File: src/rtl/output_display.sv
// output_display
// Scans the 16-bit memory-mapped output word onto a 4-digit, active-low,
// multiplexed seven-segment display. A new word is captured only at a frame
// boundary (end of digit 3), so a frame always shows one consistent value.
// Each captured change lights a "new data" flag, and the digit-0 decimal
// point, for FLASH_FRAMES frames.
//
// Parameters:
//   REFRESH_DIV  - Clk cycles each digit is lit (>= 2)
//   FLASH_FRAMES - frames NewData stays high after a change (1..255)
//   LZB          - 1 = blank leading-zero digits (digit 0 never blanked)
//
// Ports:
//   Clk     in   system clock, rising edge
//   Rst     in   asynchronous active-high reset
//   OutData in   [15:0] word from Memory Output
//   Blank   in   1 = all digits dark, scanning continues
//   Anode   out  [3:0] digit enables, active-low, bit i = digit i
//   Seg     out  [6:0] segments, active-low, {g,f,e,d,c,b,a}
//   Dp      out  decimal point, active-low
//   NewData out  high while the flash counter is nonzero
module output_display #(
  parameter int unsigned REFRESH_DIV  = 50000,
  parameter int unsigned FLASH_FRAMES = 64,
  parameter int unsigned LZB          = 1
) (
  input  logic        Clk,
  input  logic        Rst,
  input  logic [15:0] OutData,
  input  logic        Blank,
  output logic [3:0]  Anode,
  output logic [6:0]  Seg,
  output logic        Dp,
  output logic        NewData
);

  localparam int unsigned PcW = $clog2(REFRESH_DIV);
  localparam logic [PcW-1:0] PcLast = PcW'(REFRESH_DIV - 1);
  localparam logic [7:0] FlashInit = 8'(FLASH_FRAMES);

  logic [PcW-1:0] pc;
  logic [1:0]     idx;
  logic [15:0]    disp;
  logic [7:0]     flash;

  logic           tick;
  logic           frameEnd;
  logic [3:0]     nib;
  logic           digitBlank;
  logic           flashOn;
  logic [3:0]     anodeNext;
  logic [6:0]     segNext;
  logic           dpNext;

  function automatic logic [6:0] hexToSeg(input logic [3:0] n);
    logic [6:0] s;
    case (n)
      4'h0: s = 7'h40;
      4'h1: s = 7'h79;
      4'h2: s = 7'h24;
      4'h3: s = 7'h30;
      4'h4: s = 7'h19;
      4'h5: s = 7'h12;
      4'h6: s = 7'h02;
      4'h7: s = 7'h78;
      4'h8: s = 7'h00;
      4'h9: s = 7'h10;
      4'hA: s = 7'h08;
      4'hB: s = 7'h03;
      4'hC: s = 7'h46;
      4'hD: s = 7'h21;
      4'hE: s = 7'h06;
      default: s = 7'h0E;
    endcase
    return s;
  endfunction

  assign tick     = (pc == PcLast);
  assign frameEnd = tick && (idx == 2'd3);
  assign flashOn  = (flash != '0);
  assign nib      = disp[{idx, 2'b00} +: 4];

  // A digit is a leading zero when it and every more-significant nibble are zero.
  always_comb begin
    digitBlank = 1'b0;
    if (LZB != 0) begin
      case (idx)
        2'd1:    digitBlank = (disp[15:4] == '0);
        2'd2:    digitBlank = (disp[15:8] == '0);
        2'd3:    digitBlank = (disp[15:12] == '0);
        default: digitBlank = 1'b0;
      endcase
    end
  end

  always_comb begin
    anodeNext = (Blank || digitBlank) ? 4'hF : ~(4'b0001 << idx);
    segNext   = hexToSeg(nib);
    dpNext    = ~(flashOn && (idx == 2'd0) && !Blank);
  end

  // Scan counters and display capture.
  always_ff @(posedge Clk or posedge Rst) begin
    if (Rst) begin
      pc    <= '0;
      idx   <= '0;
      disp  <= '0;
      flash <= '0;
    end else begin
      pc <= tick ? '0 : pc + 1'b1;
      if (tick) begin
        idx <= idx + 1'b1;
      end
      // Reload has priority over decay so a change always restarts the flash.
      if (frameEnd) begin
        if (OutData != disp) begin
          disp  <= OutData;
          flash <= FlashInit;
        end else if (flashOn) begin
          flash <= flash - 1'b1;
        end
      end
    end
  end

  // Registered outputs: one cycle behind the scan state they describe.
  always_ff @(posedge Clk or posedge Rst) begin
    if (Rst) begin
      Anode   <= '1;
      Seg     <= '1;
      Dp      <= 1'b1;
      NewData <= 1'b0;
    end else begin
      Anode   <= anodeNext;
      Seg     <= segNext;
      Dp      <= dpNext;
      NewData <= flashOn;
    end
  end

endmodule

File: config.mk
export PLATFORM = sky130hd
export DESIGN_NAME = output_display
export DESIGN_NICKNAME = d
export VERILOG_FILES = /design/src/rtl/output_display.sv
export SDC_FILE = /design/constraint.sdc
export NUM_CORES = 1
export LEC_CHECK = 0
export ABC_AREA = 1
export CAP_MARGIN = 25
export CORE_MARGIN = 10
export CORE_UTILIZATION = 40
export DETAILED_ROUTE_END_ITERATION = 6
export SLEW_MARGIN = 25
export SYNTH_ARGS = -nofsm -noshare
export SYNTH_HDL_FRONTEND = slang
export SYNTH_SLANG_ARGS = --single-unit
File: constraint.sdc
create_clock -name Clk -period 2.33 [get_ports Clk]
set_input_delay 0.466 -clock Clk [delete_from_list [all_inputs] [get_ports Clk]]
set_output_delay 0.466 -clock Clk [all_outputs]
set_load 0.03 [all_outputs]
==> run_results.csv <==
group,metric,value,unit
routing,vias,2897,
synthesis,yosys_warnings,0,
finish,n_antenna_cell,0,
synthesis,syn_nets,501,
power,comb_power_share,6.5,%
sta,finalCriticalPeriod,1.98,ns
run_status,run_status,"finished clean",
cts,root_buffer,"clkbuf_8",
power,vdd_ir_drop_max,0.223,mV
finish,drive_gt1_share,15.2,%
floorplan,dieArea,12900,um2
synthesis,synth_top_flop_cell,"dfrtp_1",
global_route,grt_max_degree,35,
placement,place_area,3950,um2
floorplan,fp.dieW,114,um
cts,post_cts_buffers,0,
power,power_density,405,nW/um2
placement,dp_hpwl,5.81,mm
cts,clk_pin_slew_worst_paths,0.11,ns
sta,fmax,504,MHz
floorplan,coreArea,8640,um2
sta,fin_skew,0.0169,ns
global_route,grtUsageTotal,11.9,%
worst_setup_path,crit_path_end_kind,"output pin",
sta,rsz0062_at_grt,"false",
cts,ctsHoldBuffers,0,
routing,firstDrtPassIters,4,
sta,maxSlewHeadroom,68.2,%
sta,setup_viol,0,
floorplan,rows,34,
routing,ant_nets,0,
power,p_int,0.00125,W
global_route,globalRouteOverflowTotal,0,
cts,numCtsBuffers,5,
synthesis,synthAdderAreaFrac,4.99,%
routing,vias_per_cell,4.72,
sta,worstMarginPinSlew,0.478,ns
power,p_leak,2.08,nW
finish,layout_common_cells,"nand2_1, inv_1, nor2_1",
worst_setup_path,critPathMaxStageDelay,0.66,ns
sta,drv_slew,0,
power,clkPwrFrac,35.2,%
finish,final_common_cell,"nand2_1",
cts,cts_resized,0,
power,switchingPower,0.000394,W
flow_run,maxCapViolCount,0,
worst_setup_path,path_delay_family,"buffers and inverters",
cts,htree_levels,2,
placement,portBuffers,31,
worst_setup_path,timing.critical_path.buf_inv,1,
routing,drc,0,
synthesis,seq_area_frac_synth,39.7,%
finish,finalNetCount,538,
cts,clk_path_buf_depth,2,
global_route,antenna_found_initial,0,
floorplan,num_io_pins,32,
worst_setup_path,worstSetupPathType,"flop to output pin",
synthesis,async_flop_share,100,%
worst_setup_path,crit_chain,"clkdlybuf4s50_1",
routing,wl,7.39,mm
finish,area_growth,15.6,%
synthesis,synth_top_family_by_area,"simple AND/OR/NAND/NOR gates",
routing,drtIter0Drc,140,
cts,cts_sinks,55,
worst_setup_path,path_max_fanout,1,
power,p_seq_share,58.3,%
synthesis,syn_inst,468,
worst_setup_path,required,1.86,ns
synthesis,synth_xor_area_share,3.50,%
cts,cts_tree,"done",
sta,report.final.hold_viol_count,0,
power,swShare,24.0,%
sta,finalCritPeriodShare,85.1,%
global_route,grt_first_pass_wirelength,13.0,mm
synthesis,synthSimpleGateAreaFrac,33.0,%
synthesis,yosysUniqueCellTypes,33,
synthesis,synth_compound_area_share,8.46,%
worst_setup_path,start_kind,"flop",
floorplan,fp.dieH,114,um
global_route,grt_pass1_vias,2832,
finish,postLayoutCellArea,4050,um2
floorplan,start_util,40.6,%
synthesis,synth_seq_cells,55,
synthesis,synth_area_per_cell,7.49,um2
worst_hold_path,hold_class,"flop to flop",
sta,holdWs,0.473,ns
synthesis,synth_mux_area_share,0,%
placement,place_congestion,0.850,
worst_setup_path,crit_arrival,1.52,ns
cts,insertion_delay,0.32,ns
sta,setup_tns,0,ns
worst_setup_path,slowest_stage,"clkdlybuf4s50_1",
synthesis,netlist_area,3510,um2
routing,wl_per_cell,12.0,um
synthesis,synth_edf_count,0,
power,power,0.00164,W
[flip-flops by register name, indices dropped and copies added (netlist names)]
name and count:
idx 2, Dp 1, Anode 4, flash 8, pc 16, NewData 1, disp 16, Seg 7
[cell usage after synthesis, types with 2 or more instances]
library cell  number  area share (%)
buf_6              3            0.96
nor2_4             3            0.96
a31oi_1            2            0.36
nor2_2             3            0.54
ha_1              14             5.0
nand2_2           20             3.6
xnor2_1            2            0.50
nor3_1             3            0.43
nor4_1             2            0.36
a21oi_1           10             1.4
nand4_1            9             1.6
inv_2              4            0.43
xor2_1            12             3.0
nor2_1            47             5.0
nand2_1          126              13
inv_1             77             8.2
nand3_1           34             4.9
dfrtp_1           43              31
dfstp_2           12             9.0
o21ai_0           14             2.0
o21ai_2           16             4.0
[through the flow]
step                setup WS (ns)  util, %  cells
CTS                         0.329     46.9    614
detailed placement          0.188     45.8    606
global placement            0.228     45.8    606
global route                0.154     46.9    614
floorplan                   0.541        -    468
finish                      0.346     46.9    614
[layout make-up]
type	count	area [um2]
fillers	878	4580
multi-input cells	326	1750
inverters	82	309
clock inverters	2	16.3
clock buffers	6	82.6
repair buffers	35	365
flip-flops and latches	55	1390
well taps	108	135
[path summary, 6_finish.rpt]
check	cells after the start	slack, ns	from	to
setup / recovery	1	0.35	Anode[2]	Anode[2]
hold / removal	1	0.47	pc[0]	pc[0]
setup reg to reg	9	0.37	idx[1]	Seg[3]
hold reg to reg	1	0.47	pc[0]	pc[0]
max in group asynchronous	3	1.30	Rst	flash[3]
min in group asynchronous	2	0.48	Rst	disp[5]
[power by group through the flow]
stage          Sequential (W)  Clock, W  Combinational, W
4_1_cts              0.000957  0.000605          0.000111
2_1_floorplan        0.000977         0         0.0000542
5_1_grt              0.000957  0.000642          0.000124
6_report             0.000957  0.000577          0.000107
3_3_place_gp         0.000975         0          0.000109
3_5_place_dp         0.000975         0          0.000110
[cells by family after synthesis]
| logic type | count (synthesis) |
|---|---|
| and+or+nand+nor | 253 |
| buffers and inverters | 87 |
| adders and majority gates | 14 |
| xor gates and xnor gates | 14 |
| DFF | 55 |
| AOI/OAI and AO/OA | 45 |
[metal layers]
metal | vias to the layer above | wire length (um) | track usage [%] | share of wire [%]
met2 | 32 | 3520 | 19.8 | 48
met5 | - | 0 | 0 | 0
li1 | 1518 | - | - | -
met1 | 1341 | 3500 | 15.0 | 47
met3 | 6 | 290 | 2.78 | 3.9
met4 | 0 | 80 | 3.30 | 1.1
(Power assumes the default switching activity.)
